### config.mk
export PLATFORM = sky130hd
export DESIGN_NAME = cdce62005_spi_responder
export DESIGN_NICKNAME = d
export VERILOG_FILES = /design/src/rtl/cdce62005_pkg.sv /design/src/rtl/spi_in_sync.sv /design/src/rtl/cdce62005_spi_responder.sv
export SDC_FILE = /design/constraint.sdc
export NUM_CORES = 1
export LEC_CHECK = 0
export CAP_MARGIN = 10
export CORE_MARGIN = 2
export CORE_UTILIZATION = 55
export DETAILED_ROUTE_END_ITERATION = 12
export PLACE_DENSITY = 0.77
export SLEW_MARGIN = 15
export SYNTH_ARGS = -nofsm -noshare
export SYNTH_HDL_FRONTEND = slang
export SYNTH_SLANG_ARGS = --single-unit
export TNS_END_PERCENT = 20
### constraint.sdc
create_clock -name clk -period 13.1 [get_ports clk]
set_input_delay 2.62 -clock clk [delete_from_list [all_inputs] [get_ports clk]]
set_output_delay 2.62 -clock clk [all_outputs]
set_load 0.03 [all_outputs]
### src/rtl/cdce62005_pkg.sv
// Shared constants, types and reset values for the CDCE62005 SPI responder.
// Contents: register reset constants, command addresses, frame payload struct,
// FSM state type and a reset-value lookup helper.
package cdce62005_pkg;

  localparam int unsigned DATA_W  = 28;
  localparam int unsigned ADDR_W  = 4;
  localparam int unsigned WORD_W  = 32;
  localparam int unsigned CNT_W   = 6;
  localparam int unsigned FCNT_W  = 16;
  localparam int unsigned NUM_RST = 9;

  localparam logic [ADDR_W-1:0] ADDR_RDCMD  = 4'hE;
  localparam logic [ADDR_W-1:0] ADDR_EEPROM = 4'hF;

  localparam logic [DATA_W-1:0] REG_RST [0:NUM_RST-1] = '{
    28'h8140000, 28'h8140001, 28'h8140002, 28'h8140003, 28'h8140004,
    28'h1000E60, 28'h04BE19A, 28'hBD0037F, 28'h20009D9
  };

  // 32-bit frame as it appears after LSB-first shifting
  typedef struct packed {
    logic [DATA_W-1:0] data;
    logic [ADDR_W-1:0] addr;
  } frame_t;

  typedef enum logic [1:0] {
    IDLE   = 2'd0,
    SHIFT  = 2'd1,
    DECODE = 2'd2
  } state_t;

  // Reset value for a register index; unlisted registers reset to zero
  function automatic logic [DATA_W-1:0] reg_rst(input logic [ADDR_W-1:0] idx);
    if (32'(idx) < NUM_RST) return REG_RST[idx];
    return '0;
  endfunction

endpackage

### src/rtl/spi_in_sync.sv
// Synchronizer and edge detector for the three SPI inputs.
// Ports: clk/rst system clock and async active-high reset; spi_clk, spi_le,
// spi_mosi raw pins; clk_rise/clk_fall/le_rise/le_fall registered one-cycle
// edge strobes; mosi_s synchronized data aligned with the strobes.
module spi_in_sync #(
  parameter int unsigned SYNC_STAGES = 2
) (
  input  logic clk,
  input  logic rst,
  input  logic spi_clk,
  input  logic spi_le,
  input  logic spi_mosi,
  output logic clk_rise,
  output logic clk_fall,
  output logic le_rise,
  output logic le_fall,
  output logic mosi_s
);

  logic [SYNC_STAGES-1:0] clk_sr;
  logic [SYNC_STAGES-1:0] le_sr;
  logic [SYNC_STAGES-1:0] mosi_sr;
  logic                   clk_prev;
  logic                   le_prev;

  // spi_le idles high, so its chain resets high to avoid a false fall
  always_ff @(posedge clk or posedge rst) begin
    if (rst) begin
      clk_sr   <= '0;
      le_sr    <= '1;
      mosi_sr  <= '0;
      clk_prev <= 1'b0;
      le_prev  <= 1'b1;
      clk_rise <= 1'b0;
      clk_fall <= 1'b0;
      le_rise  <= 1'b0;
      le_fall  <= 1'b0;
      mosi_s   <= 1'b0;
    end else begin
      clk_sr   <= {clk_sr[SYNC_STAGES-2:0], spi_clk};
      le_sr    <= {le_sr[SYNC_STAGES-2:0], spi_le};
      mosi_sr  <= {mosi_sr[SYNC_STAGES-2:0], spi_mosi};
      clk_prev <= clk_sr[SYNC_STAGES-1];
      le_prev  <= le_sr[SYNC_STAGES-1];
      clk_rise <= clk_sr[SYNC_STAGES-1] & ~clk_prev;
      clk_fall <= ~clk_sr[SYNC_STAGES-1] & clk_prev;
      le_rise  <= le_sr[SYNC_STAGES-1] & ~le_prev;
      le_fall  <= ~le_sr[SYNC_STAGES-1] & le_prev;
      mosi_s   <= mosi_sr[SYNC_STAGES-1];
    end
  end

endmodule

### src/rtl/cdce62005_spi_responder.sv
// SPI responder emulating the CDCE62005 configuration interface.
// Decodes 32-bit LSB-first frames into register writes, read commands and
// EEPROM-copy commands; returns {reg, addr} on spi_miso in the frame after
// a read command.
// Ports: clk, rst (async active-high); spi_clk/spi_le/spi_mosi/spi_miso SPI
// pins; wr_valid/wr_addr/wr_data write strobe; rd_cmd, eeprom_copy,
// frame_err one-cycle pulses; frame_cnt good-frame counter;
// cfg_rd_addr/cfg_rd_data local register readback (1-cycle latency).
// Option: CDCE_LOCK_CMD_EN enables the copy-with-lock command (word[5]).
module cdce62005_spi_responder
  import cdce62005_pkg::*;
#(
  parameter int unsigned NUM_REGS    = 9,
  parameter int unsigned SYNC_STAGES = 2,
  parameter int unsigned FRAME_BITS  = 32
) (
  input  logic              clk,
  input  logic              rst,
  input  logic              spi_clk,
  input  logic              spi_le,
  input  logic              spi_mosi,
  output logic              spi_miso,
  output logic              wr_valid,
  output logic [ADDR_W-1:0] wr_addr,
  output logic [DATA_W-1:0] wr_data,
  output logic              rd_cmd,
  output logic              eeprom_copy,
  output logic              frame_err,
  output logic [FCNT_W-1:0] frame_cnt,
  input  logic [ADDR_W-1:0] cfg_rd_addr,
  output logic [DATA_W-1:0] cfg_rd_data
);

  logic clk_rise, clk_fall, le_rise, le_fall, mosi_s;

  spi_in_sync #(.SYNC_STAGES(SYNC_STAGES)) u_sync (
    .clk      (clk),
    .rst      (rst),
    .spi_clk  (spi_clk),
    .spi_le   (spi_le),
    .spi_mosi (spi_mosi),
    .clk_rise (clk_rise),
    .clk_fall (clk_fall),
    .le_rise  (le_rise),
    .le_fall  (le_fall),
    .mosi_s   (mosi_s)
  );

  state_t              state_q, state_d;
  logic [WORD_W-1:0]   shreg;
  logic [CNT_W-1:0]    bit_cnt;
  logic [CNT_W-1:0]    tx_idx;
  logic [DATA_W-1:0]   regs [NUM_REGS];
  logic [ADDR_W-1:0]   rd_addr;
  logic                armed;
  logic                rb_frame;
  logic [WORD_W-1:0]   tx_word_c;
  logic                decode_ok_c;
  logic                wr_lock_c;
  frame_t              frm;

  assign frm = shreg;

  // A complete, non-readback frame is ready for decode
  assign decode_ok_c = (state_q == SHIFT) && le_rise && !rb_frame &&
                       (bit_cnt == CNT_W'(FRAME_BITS));

`ifdef CDCE_LOCK_CMD_EN
  logic lock_q;

  // Sticky write lock, cleared only by reset
  always_ff @(posedge clk or posedge rst) begin
    if (rst) begin
      lock_q <= 1'b0;
    end else if (decode_ok_c && (frm.addr == ADDR_EEPROM) && frm.data[1]) begin
      lock_q <= 1'b1;
    end
  end

  assign wr_lock_c = lock_q;
`else
  assign wr_lock_c = 1'b0;
`endif

  // Readback word; unimplemented addresses return only the address
  always_comb begin
    tx_word_c = {DATA_W'(0), rd_addr};
    if (rd_addr < ADDR_W'(NUM_REGS)) tx_word_c = {regs[rd_addr], rd_addr};
  end

  // State register
  always_ff @(posedge clk or posedge rst) begin
    if (rst) state_q <= IDLE;
    else     state_q <= state_d;
  end

  // Next-state logic
  always_comb begin
    state_d = state_q;
    case (state_q)
      IDLE:    if (le_fall) state_d = SHIFT;
      SHIFT:   if (le_rise) state_d = DECODE;
      DECODE:  state_d = IDLE;
      default: state_d = IDLE;
    endcase
  end

  // Shift, readback drive, decode and register bank
  always_ff @(posedge clk or posedge rst) begin
    if (rst) begin
      shreg       <= '0;
      bit_cnt     <= '0;
      tx_idx      <= '0;
      rd_addr     <= '0;
      armed       <= 1'b0;
      rb_frame    <= 1'b0;
      spi_miso    <= 1'b0;
      wr_valid    <= 1'b0;
      wr_addr     <= '0;
      wr_data     <= '0;
      rd_cmd      <= 1'b0;
      eeprom_copy <= 1'b0;
      frame_err   <= 1'b0;
      frame_cnt   <= '0;
      cfg_rd_data <= '0;
      for (int i = 0; i < NUM_REGS; i++) regs[i] <= reg_rst(ADDR_W'(i));
    end else begin
      wr_valid    <= 1'b0;
      rd_cmd      <= 1'b0;
      eeprom_copy <= 1'b0;
      frame_err   <= 1'b0;

      cfg_rd_data <= (cfg_rd_addr < ADDR_W'(NUM_REGS)) ? regs[cfg_rd_addr] : '0;

      case (state_q)
        IDLE: begin
          if (le_fall) begin
            shreg    <= '0;
            bit_cnt  <= '0;
            rb_frame <= armed;
            tx_idx   <= CNT_W'(1);
            spi_miso <= armed ? tx_word_c[0] : 1'b0;
          end
        end

        SHIFT: begin
          if (clk_rise) begin
            shreg <= {mosi_s, shreg[WORD_W-1:1]};
            if (bit_cnt != '1) bit_cnt <= bit_cnt + CNT_W'(1);
          end
          if (clk_fall && rb_frame) begin
            spi_miso <= (tx_idx < CNT_W'(WORD_W)) ? tx_word_c[tx_idx[4:0]] : 1'b0;
            if (tx_idx < CNT_W'(WORD_W)) tx_idx <= tx_idx + CNT_W'(1);
          end
          if (le_rise) begin
            spi_miso <= 1'b0;
            rb_frame <= 1'b0;
            if (rb_frame) begin
              // Readback frames disarm regardless of length and are not decoded
              armed <= 1'b0;
              if (bit_cnt != CNT_W'(FRAME_BITS)) frame_err <= 1'b1;
            end else if (!decode_ok_c) begin
              frame_err <= 1'b1;
            end else if (frm.addr < ADDR_W'(NUM_REGS)) begin
              if (wr_lock_c) begin
                frame_err <= 1'b1;
              end else begin
                regs[frm.addr] <= frm.data;
                wr_valid       <= 1'b1;
                wr_addr        <= frm.addr;
                wr_data        <= frm.data;
                frame_cnt      <= frame_cnt + FCNT_W'(1);
              end
            end else if (frm.addr == ADDR_RDCMD) begin
              rd_addr   <= frm.data[ADDR_W-1:0];
              armed     <= 1'b1;
              rd_cmd    <= 1'b1;
              frame_cnt <= frame_cnt + FCNT_W'(1);
            end else if (frm.addr == ADDR_EEPROM) begin
              eeprom_copy <= 1'b1;
              frame_cnt   <= frame_cnt + FCNT_W'(1);
            end else begin
              frame_err <= 1'b1;
            end
          end
        end

        default: ;
      endcase
    end
  end

endmodule

Word level (Yosys, flattened, before mapping):

Cells that the tools add are included.

* register bits: 398
* output and inout port bits: 81
* logic and storage cells: 164

* add/sub/neg operators: 3
* order comparisons: 9
* eq/ne operators: 14
* multiplexer cells: 69
* bitwise logic cells: 13
* reduce and logical (&&, ||, !) cells: 21

Operators with widths (number)
* bitwise mux 252 bit: 1
* binary-select mux 28 bit (select 4 bit): 2
* two-way mux 28 bit: 6
* demux 28 bit (select 4 bit): 1
* two-way mux 32 bit: 3
* case mux 32 bit (2 select lines): 1
* two-way mux 16 bit: 3
* two-way mux 1 bit: 38
* two-way mux 6 bit: 6
* case mux 6 bit (2 select lines): 2
* adder 16 x 1 -> 16 bit (second input constant): 1
* greater-or-equal comparator 5 bit (second input constant): 3
* inverter 4 -> 5 bit: 3
* AND reduction 5 bit: 3
* adder 6 x 1 -> 6 bit (second input constant): 2
* < comparator 4 bit (second input constant): 3
* != test 2 x 1 -> 1 bit (second input constant): 6
* != test 6 bit (second input constant): 2
* AND reduction 3 bit: 3
* equality test 4 bit (second input constant): 2
* AND reduction 4 bit: 2
* equality test 6 bit (second input constant): 1
* < comparator 5 x 6 -> 1 bit (second input constant): 1
* < comparator 6 bit (second input constant): 1
* 17 further kinds: 33

Logic depth before layout (Yosys ltp):

Gate-level depths: netlist (run 1).

* depth in word-level cells: 11
* mapped depth: 11
* depth with buffers taken out: 10

Cells and area by module:

From an unflattened synthesis (run 1), not the netlist that was laid out.

* cells, all modules: 1371
* area total of the unflattened synthesis: 18943.2 um^2

By module, submodules not included
* cdce62005_spi_responder: instances 1, cells an instance 1353, area an instance 18575.3 um^2, seq. area each 9710.6 um^2
* spi_in_sync: instances 1, cells an instance 18, area an instance 367.9 um^2, seq. area each 329.1 um^2

Least setup slack after synthesis (run 1):

OpenSTA, ideal clock, no wires.

* path kind: in2reg
* start point: in cfg_rd_addr[0]
* end point: reg cfg_rd_data[0]
* library setup time: 0.095 ns
* arrival time: 4.444 ns
* data required time: 13.005 ns
* path slack: 8.561 ns
* stages: 7
* path buffers: 4
* cells stage by stage: clkbuf_1 -> buf_1 -> clkbuf_1 -> nor3b_1 -> clkbuf_1 -> nand2_1 -> o31ai_1

* cells in the longest elaborated chain, start to end: 5
* elaborated cells between the ends (all ways): 6
* classes of those cells: order compare (1); mux (4); bitwise (1)

Ends and longest elaborated chain
* start: declaration: RTL line cdce62005_spi_responder.sv:30 `input logic [ADDR_W-1:0] cfg_rd_addr,`
* inverter 4 -> 5 bit (not written as such): RTL line cdce62005_spi_responder.sv:133 `cfg_rd_data <= (cfg_rd_addr < ADDR_W'(NUM_REGS)) ? regs[cfg_rd_addr] : '0;`
* binary-select mux 28 bit (select 4 bit): RTL line cdce62005_spi_responder.sv:133
* two-way mux 28 bit (not written as such) (2 in a row): RTL line cdce62005_spi_responder.sv:133
* two-way mux 28 bit *: RTL line cdce62005_spi_responder.sv:133
* end signal: assignment: RTL line cdce62005_spi_responder.sv:133
* end: declaration: RTL line cdce62005_spi_responder.sv:31 `output logic [DATA_W-1:0] cfg_rd_data`

Mark *: on every way between the ends. The rest lies on a longest branch, timed or not. The select of a mux whose other input is x is not followed.
A chain may end at the register's enable or synchronous reset.

Final worst setup path (run 1):

* start point: in cfg_rd_addr[2]
* end point: reg cfg_rd_data[10]

Same word-level chain as after synthesis.

==> summary.log, run 1 <==
qor: critical_path.critical_path.top_delay_family simple AND/OR/NAND/NOR gates
qor: min_path.worstHoldEndpoint u_sync.clk_sr[1]
qor: global_routing.number_of_antenna_violations_at_the_first_check_in_global_routing 0
qor: critical_path.critical-path-max-stage-delay 0.91 ns
qor: logic_synthesis.post-synth-top-area-cell dfrtp_1
qor: cells_and_area.drive_gt1_share 19.70%
qor: critical_path.timing.critical_path.from_type input port
qor: critical_path.critPathCaptureType register
qor: place.placedCellCount 1,957
qor: drt.routedWlPerCell 23.94 µm
qor: global_routing.largest_net_degree_at_the_start_of_global_routing 179
qor: critical_path.r2r_setup_slack 9.61 ns
qor: clock_tree.clock_insertion_delay_worst_skew 0.54 ns
qor: sta.total_negative_slack_for_setup_checks 0 ns
qor: run_status.run_status complete, no violations
qor: drt.drt_pre_antenna_iters 5
qor: logic_synthesis.sequential_cell_area_fraction_in_the_yosys_report 52.67%
qor: sta.final_count_of_pins_violating_max_slew 0
qor: clock_tree.cts_post_setup_buffers_inserted 0
qor: cells_and_area.num-nets-final 1,559
qor: logic_synthesis.yosys-top-cells-area dfrtp_1, mux2_1, mux4_2, dfstp_2, nand2_1
qor: global_routing.grt_use_total 27.75%
qor: sta.report.final.hold_viol_count 0
qor: die.die_x 190.2 µm
qor: min_path.min-delay-start u_sync.clk_sr[0]
qor: sta.worst-slew-pin-transition 1.212 ns
qor: place.gpl.final_weighted_congestion 0.8172
qor: drt.drc 0
qor: logic_synthesis.syn-instance-count 1,509
qor: clock_tree.cts_tree yes
qor: place.place_area 20,310 µm²
qor: logic_synthesis.post_synth_most_frequent_cells dfrtp_1, mux2_1, nand2_1, clkbuf_1, mux4_2
qor: critical_path.worstReg2RegStart bit_cnt[0]
qor: die.initial_utilization 55.46%
qor: logic_synthesis.synth_edf_count 0
qor: global_routing.grt_first_pass_wirelength 76.45 mm
qor: drt.totalWireLength 48.69 mm
qor: logic_synthesis.synth_nets 1,522
qor: min_path.min_path_cells 0
qor: critical_path.critical-path-top-cell-by-count buf_4
qor: sta.rsz_0062_raised_after_global_routing no
qor: clock_tree.cts-htree-levels 2
qor: logic_synthesis.yosysWarningCount 0
qor: cells_and_area.layoutNonFillerInstCount 2,034
qor: die.io_pins 90
qor: global_routing.grt.overflow.total 0
qor: critical_path.reg2reg_to regs[100]
qor: min_path.hold_path_class reg2reg
qor: critical_path.crit_path_max_fanout 31
qor: logic_synthesis.synth.most_common_cell dfrtp_1
qor: drt.detail_route.vias_per_cell 6.263
qor: clock_tree.clock-root-buffer clkbuf_16
qor: place.dpl.hpwl 28.27 mm
qor: critical_path.critical_path_buf_inv_count 3
qor: drt.first_iter_violations 1,053
qor: die.die_footprint 36,160 µm²
qor: sta.finalCriticalPeriod 5.109 ns
qor: critical_path.crit_cells 7
qor: critical_path.critical_path_required 13.53 ns
qor: critical_path.cp_data_arrival_time 5.54 ns
qor: clock_tree.numClockSinks 398
qor: logic_synthesis.synthDominantCellAreaShare 43.85%
qor: die.rows 68
qor: place.detailedPlace.worstSlack 7.296 ns
qor: sta.skew 0.009277 ns
qor: critical_path.worstRegToRegCells 8
qor: die.die_height 190.2 µm
qor: clock_tree.cts_buffer_depth 3
qor: clock_tree.postCtsResizedCells 0
qor: logic_synthesis.synth-seq-cells 398
qor: critical_path.critical_path.cell_chain clkdlybuf4s50_1, buf_4, or2_2, nor3b_2, buf_4, nand2_1, o31ai_1
qor: pwr.p_leak 10.24 nW
qor: global_routing.vias_in_the_first_global_route 12,990
qor: cells_and_area.areaGrowthSynthToFinish 14.06%
qor: clock_tree.cts-hold-fix-buffers 0
qor: sta.timing.fmax 195.7 MHz
qor: flow_run.total_of_max_cap_violations 0
qor: logic_synthesis.synth_async_sr_flop_share 100.0%
qor: die.placeableCoreArea 34,370 µm²
qor: logic_synthesis.syn-cell-area 19,060 µm²
qor: critical_path.critPathSlowestCell nor3b_2
qor: pwr.vdd_drop_max 0.00009719 V
qor: sta.timing.final.ws_setup 7.991 ns
qor: pwr.cellPowerDensity 122.2 nW/µm²
qor: drt.final_antenna_net_count 0
qor: critical_path.setup.worst_path.class in2reg
qor: logic_synthesis.post_synth.cell_area_avg 12.63 µm²
qor: drt.dr_total_vias 12,740
qor: sta.report.final.setup_viol 0
qor: cells_and_area.total_inserted_antenna_cells 0
qor: logic_synthesis.ys_types 55
qor: logic_synthesis.synth_top_flop_cell dfrtp_1
qor: sta.max-slew-margin-rel 19.19%
qor: clock_tree.cts_inserted_buffers 42
qor: place.numPortBuffers 89
qor: clock_tree.clk_slew_on_worst_s_h_paths 0.06 ns
qor: cells_and_area.final_area 21,740 µm²
qor: sta.final.period_utilization 39.00%
qor: cells_and_area.fin_util 63.25%
power breakdown:
| part | total [W] | switching (W) | internal, W |
|---|---|---|---|
| sequential | 0.00127 | 0.0000213 | 0.00125 |
| clock | 0.00122 | 0.000484 | 0.000738 |
| combinational | 0.000169 | 0.000123 | 0.0000459 |
layout make-up:
type | instances | area [µm²]
sequential | 398 | 10040
timing repair buffer | 118 | 1114
tap | 455 | 569.3
clock inverter | 10 | 131.4
fill | 2590 | 12630
clock buffer | 67 | 1299
inverter | 13 | 52.55
multi-input combinational | 973 | 8533
cells in the final DEF, fill, tap and decap left out, types with 4 or more instances in the layout:
master / count
o21ai_0: 20
mux4_2: 84
o22ai_1: 23
nand3_1: 50
nand4_1: 8
o31ai_1: 20
mux2_1: 256
o211ai_1: 5
a211oi_1: 4
clkbuf_16: 45
nand2_1: 236
clkdlybuf4s50_1: 87
a21oi_1: 22
a22oi_1: 9
nand2b_1: 5
nor3_1: 4
buf_4: 29
xnor2_1: 10
dfrtp_1: 331
xor2_1: 12
or3_1: 5
clkbuf_1: 13
inv_1: 7
clkinv_2: 5
clkbuf_8: 9
ha_1: 4
mux2_2: 48
nor2b_1: 31
a221o_1: 4
inv_2: 5
mux2i_1: 25
a31oi_1: 7
dfstp_2: 64
o21ai_1: 6
nor2_1: 33
worst max-delay path by stage:
stage                         startpoint               to  slack, ns
after floorplan                      rst            armed       5.17
after global placement               rst       rd_addr[1]       7.35
after detailed placement             rst       rd_addr[0]       7.30
after CTS                            rst       rd_addr[0]       7.87
after global routing                 rst       rd_addr[0]       7.53
final                     cfg_rd_addr[2]  cfg_rd_data[10]       7.99
sequential cells by signal, summed over array words and instances, names as in the netlist, 2 cells and up:
register and count:
u_sync.clk_sr 2, rd_addr 4, frame_cnt 16, cfg_rd_data 28, u_sync.mosi_sr 2, wr_addr 4, wr_data 28, u_sync.le_sr 2
frm 32, tx_idx 6, state_q 2, regs 252, bit_cnt 6
metal layers:
metal / up-vias / part of all wire (%) / GRT usage (%)
met5: - / 0 / 0
met4: 0 / 3.1 / 9.302
met3: 108 / 7.2 / 5.534
met2: 493 / 47 / 43.94
met1: 6637 / 42 / 38.78
li1: 5501 / - / -
worst register-to-register path, cell delays in order (launching register included):
cell and delay, ns:
dfrtp_1 0.39, inv_1 0.09, ha_1 0.16, nand4bb_1 0.12
or3_1 0.50, nor3b_1 0.52, nand3b_1 0.67, buf_4 0.53
mux2_1 0.39
per-stage QoR:
| step | total power [W] | hold slack (ns) |
|---|---|---|
| after floorplan | 0.001387 | 0.3312 |
| after global placement | 0.001451 | 0.3335 |
| after detailed placement | 0.001455 | 0.3347 |
| after CTS | 0.002675 | 0.3463 |
| after global routing | 0.002740 | 0.3483 |
| final | 0.002657 | 0.3447 |
logic make-up (layout without fill, tap and decap cells):
kind of cell    count (synthesis)  count (layout)  synth area share (%)
mux                           413             413                 29.20
compound gates                135             135                 4.621
simple gates                  399             399                 9.419
buf+inv                       138             208                 2.822
fa+ha+maj                       4               4                0.2626
xor+xnor                       22              22                 1.011
flops                         398             398                 52.67
No activity file was read; power rests on OpenSTA's default activity.
==> run 2, diff against run 1 <==
- CORE_UTILIZATION: 55 -> 61
- PLACE_DENSITY: 0.77 -> 0.8
- clock period: 13.1 -> 5.3 ns (I/O delays scaled with it)
==> run 2 against run 1 <==
Sequential share of layout area is 0.17 points higher. Global-route usage is 2.8 points higher. Via count is 1.2% higher. Die area is 9.6% lower. Cell area is 0.36% lower. Total power is 140% higher. Clock power is 140% higher. Clock-buffer cell count is 2 lower. Setup slack worse by 6.3 ns. Non-clock buffer count stayed put. Critical path type is now reg2reg. Critical endpoint is now regs[58].
==> summary.log, run 2 (synthesis results as in run 1) <==
qor: run_status.run_status complete, no violations
qor: drt.drc 0
qor: pwr.cellPowerDensity 300.4 nW/µm²
qor: drt.dr_total_vias 12,890
qor: critical_path.critical_path_required 5.71 ns
qor: clock_tree.postCtsResizedCells 0
qor: drt.routedWlPerCell 24.97 µm
qor: clock_tree.numClockSinks 398
qor: global_routing.largest_net_degree_at_the_start_of_global_routing 139
qor: cells_and_area.max_flop_register regs
qor: clock_tree.cts-hold-fix-buffers 0
qor: cells_and_area.largest_register_ffs 252
qor: clock_tree.cts_buffer_depth 3
qor: drt.drt_pre_antenna_iters 6
qor: flow_run.total_of_max_cap_violations 0
qor: cells_and_area.areaGrowthSynthToFinish 13.65%
qor: die.die_footprint 32,680 µm²
qor: place.gpl.final_weighted_congestion 0.8408
qor: pwr.vdd_drop_max 0.0003057 V
qor: drt.detail_route.vias_per_cell 6.531
qor: sta.hold-worst-slack 0.3521 ns
qor: critical_path.cp_data_arrival_time 4.04 ns
qor: sta.skew 0.01179 ns
qor: global_routing.number_of_antenna_violations_at_the_first_check_in_global_routing 0
qor: cells_and_area.mostFrequentLayoutCell dfrtp_1
qor: cells_and_area.num-nets-final 1,558
qor: sta.report.final.setup_viol 0
qor: critical_path.crit_path_max_fanout 15
qor: clock_tree.cts_tree yes
qor: cells_and_area.highest_count_cells_in_the_layout_ignoring_fill_and_taps dfrtp_1, mux2_1, nand2_1
qor: sta.final_count_of_pins_violating_max_slew 0
qor: cells_and_area.drive_gt1_share 19.65%
qor: sta.max-slew-margin-rel 18.59%
qor: drt.totalWireLength 49.29 mm
qor: cells_and_area.total_inserted_antenna_cells 0
qor: die.io_pins 90
qor: sta.total_negative_slack_for_setup_checks 0 ns
qor: clock_tree.clock_insertion_delay_worst_skew 0.54 ns
qor: place.detailedPlace.worstSlack 1.726 ns
qor: die.initial_utilization 62.15%
qor: sta.worst-slew-pin-transition 1.221 ns
qor: cells_and_area.final_area 21,660 µm²
qor: drt.final_antenna_net_count 0
qor: drt.detail_route.wirelength.met1 20.33 mm
qor: critical_path.critPathCaptureType register
qor: min_path.hold_path_class reg2reg
qor: cells_and_area.layoutNonFillerInstCount 1,974
qor: clock_tree.clk_slew_on_worst_s_h_paths 0.06 ns
qor: critical_path.setup.worst_path.class reg2reg
qor: place.numPortBuffers 89
qor: pwr.p_leak 10.24 nW
qor: sta.report.final.hold_viol_count 0
qor: clock_tree.cts-htree-levels 2
qor: drt.met2WireLength 23.51 mm
qor: global_routing.grt_use_total 30.58%
qor: global_routing.grt_first_pass_wirelength 77.15 mm
qor: drt.first_iter_violations 1,329
qor: place.dpl.hpwl 28.30 mm
qor: sta.rsz_0062_raised_after_global_routing no
qor: sta.timing.fmax 275.6 MHz
qor: global_routing.grt.overflow.total 0
qor: sta.finalCriticalPeriod 3.628 ns
qor: clock_tree.cts_inserted_buffers 41
qor: place.placedCellCount 1,898
qor: clock_tree.clock-root-buffer clkbuf_16
qor: drt.routed.top_layer met4
qor: critical_path.timing.critical_path.from_type register
qor: die.rows 64
qor: sta.final.period_utilization 68.46%
qor: place.place_area 20,280 µm²
qor: drt.detailroute.wirelength.met3 3.832 mm
qor: global_routing.vias_in_the_first_global_route 13,090
qor: clock_tree.cts_post_setup_buffers_inserted 0
qor: die.die_height 180.8 µm
qor: die.die_x 180.8 µm
qor: die.placeableCoreArea 30,670 µm²
qor: sta.timing.final.ws_setup 1.672 ns
-- run 2: cell types whose count changed in the layout (fill, tap and decap cells not counted), sizes merged --
cell	delta
clkbuf	-2
clkinvlp	-1
inv	+2
-- run 2: layout make-up --
cell class	count	area, µm²
clock buffers	65	1249
fillers	2061	9005
clock inverters	11	140.1
inverters	13	52.55
repair buffers	118	1151
well taps	396	495.5
flip-flops and latches	398	10040
multi-input cells	973	8533
-- run 2: per-stage QoR --
stage	util, %	power (W)
CTS	70.64	0.006535
global placement	66.11	0.003582
detailed placement	66.11	0.003591
global route	70.64	0.006692
floorplan	-	0.003429
finish	70.64	0.006507
-- run 2: worst paths after layout --
kind                              startpoint         endpoint  slack (ns)  cells after the start
setup reg to reg                  bit_cnt[0]         regs[58]        1.67                      8
setup / recovery                  bit_cnt[0]         regs[58]        1.67                      8
hold reg to reg            u_sync.mosi_sr[1]    u_sync.mosi_s        0.35                      0
min in group asynchronous                rst        regs[229]        0.96                      2
hold / removal             u_sync.mosi_sr[1]    u_sync.mosi_s        0.35                      0
max in group asynchronous                rst  cfg_rd_data[20]        3.18                      3
-- run 2: report_power, final --
group	internal [W]	switching [W]
Sequential	0.00308	0.0000751
Combinational	0.000112	0.000286
Clock	0.00177	0.00119
-- run 2: routing by layer --
layer | global-route usage (%) | up-vias
li1 | - | 5496
met3 | 5.221 | 139
met5 | 0 | -
met2 | 48.52 | 582
met1 | 43.32 | 6676
met4 | 10.48 | 0
-- run 2: worst max-delay path: stages, from the launching register on --
cell	delay (ns)
dfrtp_1	0.39
inv_1	0.09
ha_1	0.15
nand4bb_1	0.13
or3_1	0.50
nor3b_1	0.52
nand3b_1	0.82
buf_4	0.54
mux2_1	0.34
==> run 3, diff against run 2 <==
- CORE_UTILIZATION: 61 -> 55
- PLACE_DENSITY: 0.8 -> 0.77
- clock period: 5.3 -> 3.3 ns (I/O delays scaled with it)
==> run 3 against run 2 <==
Flip-flop and latch count is the same. Core utilization shrank 5.9 points. Global-route usage shrank 2.3 points. Maximum frequency grew 25%. Die area grew 11%. Combinational power grew 83%. Critical path type unchanged. Critical path depth is the same. Largest cell class unchanged. Hold slack lost 0.0088 ns. Setup slack lost 1.3 ns. Non-clock buffer count grew 40. Clock-buffer cell count shrank 6. Wire length grew 0.55%.
==> summary.log, run 3 (synthesis results as in run 1) <==
qor: die.die_footprint 36,160 µm²
qor: global_routing.number_of_antenna_violations_at_the_first_check_in_global_routing 0
qor: place.gpl.final_weighted_congestion 0.8855
qor: clock_tree.clock_insertion_delay_worst_skew 0.55 ns
qor: drt.drt_pre_antenna_iters 5
qor: cells_and_area.final_area 22,260 µm²
qor: critical_path.crit_path_max_fanout 28
qor: clock_tree.clk_slew_on_worst_s_h_paths 0.06 ns
qor: cells_and_area.max_flop_register regs
qor: cells_and_area.num-nets-final 1,598
qor: critical_path.reg2reg_to regs[61]
qor: place.place_area 20,840 µm²
qor: min_path.worstHoldEndpoint u_sync.clk_sr[1]
qor: sta.report.final.setup_viol 0
qor: pwr.overall_power 0.01065 W
qor: drt.drc 0
qor: critical_path.critPathSlowestCell nor3b_1
qor: cells_and_area.largest_register_ffs 252
qor: drt.final_antenna_net_count 0
qor: critical_path.worstReg2RegStart bit_cnt[0]
qor: cells_and_area.highest_count_cells_in_the_layout_ignoring_fill_and_taps dfrtp_1, mux2_1, nand2_1
qor: sta.rsz_0062_raised_after_global_routing no
qor: critical_path.timing.critical_path.from_type register
qor: sta.report.final.hold_viol_count 0
qor: pwr.cellPowerDensity 478.4 nW/µm²
qor: sta.timing.fmax 343.9 MHz
qor: global_routing.largest_net_degree_at_the_start_of_global_routing 66
qor: critical_path.cp_data_arrival_time 3.32 ns
qor: drt.routedWlPerCell 23.92 µm
qor: min_path.hold_path_class reg2reg
qor: clock_tree.cts_post_setup_buffers_inserted 0
qor: global_routing.grt.overflow.total 0
qor: drt.dr_total_vias 13,040
qor: cells_and_area.total_inserted_antenna_cells 0
qor: clock_tree.clock-root-buffer clkbuf_16
qor: drt.totalWireLength 49.56 mm
qor: cells_and_area.drive_gt1_share 21.77%
qor: cells_and_area.areaGrowthSynthToFinish 16.78%
qor: critical_path.worstRegToRegCells 8
qor: sta.worst-slew-pin-transition 0.7986 ns
qor: min_path.min_path_cells 0
qor: critical_path.critical-path-max-stage-delay 0.55 ns
qor: die.placeableCoreArea 34,370 µm²
qor: clock_tree.cts_buffer_depth 3
qor: sta.timing.final.ws_setup 0.3926 ns
qor: sta.final.period_utilization 88.10%
qor: critical_path.critical_path.top_delay_family simple AND/OR/NAND/NOR gates
qor: min_path.min-delay-start u_sync.clk_sr[0]
qor: global_routing.vias_in_the_first_global_route 13,370
qor: die.io_pins 90
qor: critical_path.critical_path_required 3.71 ns
qor: clock_tree.numClockSinks 398
qor: cells_and_area.fin_util 64.76%
qor: cells_and_area.filler_cell_count 2,550
qor: critical_path.r2r_setup_slack 0.39 ns
qor: critical_path.critPathCaptureType register
qor: global_routing.grt_use_total 28.27%
qor: clock_tree.postCtsResizedCells 0
qor: clock_tree.cts_tree yes
qor: die.rows 68
qor: critical_path.critical_path_buf_inv_count 2
qor: global_routing.grt_first_pass_wirelength 78.15 mm
qor: run_status.run_status complete, no violations
qor: sta.max-slew-margin-rel 46.56%
qor: sta.final_count_of_pins_violating_max_slew 0
qor: place.numPortBuffers 89
qor: drt.first_iter_violations 1,122
qor: clock_tree.cts-hold-fix-buffers 0
qor: pwr.p_leak 10.50 nW
qor: die.die_x 190.2 µm
qor: sta.finalCriticalPeriod 2.907 ns
qor: clock_tree.cts-htree-levels 2
qor: flow_run.total_of_max_cap_violations 0
qor: cells_and_area.mostFrequentLayoutCell dfrtp_1
qor: critical_path.critical_path.cell_chain inv_1, ha_1, nand4bb_1, or3_1, nor3b_1, nand3b_1, buf_4, mux2_1
qor: critical_path.setup.worst_path.class reg2reg
qor: pwr.vdd_drop_max 0.0004404 V
qor: die.die_height 190.2 µm
qor: drt.detail_route.vias_per_cell 6.292
qor: place.dpl.hpwl 31.66 mm
qor: place.detailedPlace.worstSlack 0.4609 ns
qor: sta.skew 0.02175 ns
qor: clock_tree.cts_inserted_buffers 41
qor: die.initial_utilization 55.46%
==> run 3: worst max path at each step <==
stage | to | slack [ns] | cells after the start | start
global route | regs[67] | 0.21 | 8 | bit_cnt[0]
detailed placement | regs[206] | 0.46 | 8 | bit_cnt[0]
finish | regs[61] | 0.39 | 8 | bit_cnt[0]
floorplan | armed | -2.67 | 1 | rst
CTS | regs[61] | 0.41 | 8 | bit_cnt[0]
global placement | spi_miso | 0.55 | 7 | rd_addr[0]
==> run 3: cell type report <==
type	count	area [µm²]	share of cell area (%)
Clock buffer	59	1174	5.272
Clock inverter	16	249.0	1.119
Inverter	13	52.55	0.2361
Multi-Input combinational cell	973	8533	38.33
Sequential cell	398	10040	45.12
Tap cell	455	569.3	2.557
Timing Repair Buffer	158	1639	7.363
==> run 3: power breakdown <==
part | switching, W | internal, W
Sequential | 0.0000780 | 0.00494
Combinational | 0.000508 | 0.000220
Clock | 0.00195 | 0.00295
==> run 3: metal layers <==
layer | track usage (%) | vias to the layer above | part of all wire (%)
li1 | - | 5576 | -
met1 | 39.85 | 6779 | 42
met2 | 44.20 | 555 | 47
met3 | 5.239 | 127 | 7.5
met4 | 10.49 | 0 | 3.1
met5 | 0 | - | 0
==> run 3: per-stage QoR <==
step | TNS, ns | hold slack [ns] | std cells
3_5_place_dp | 0 | 0.3378 | 1997
6_report | 0 | 0.3434 | 2072
4_1_cts | 0 | 0.3452 | 2072
3_3_place_gp | 0 | 0.3368 | 1997
5_1_grt | 0 | 0.3480 | 2072
2_1_floorplan | -967.56 | 0.3312 | 1509
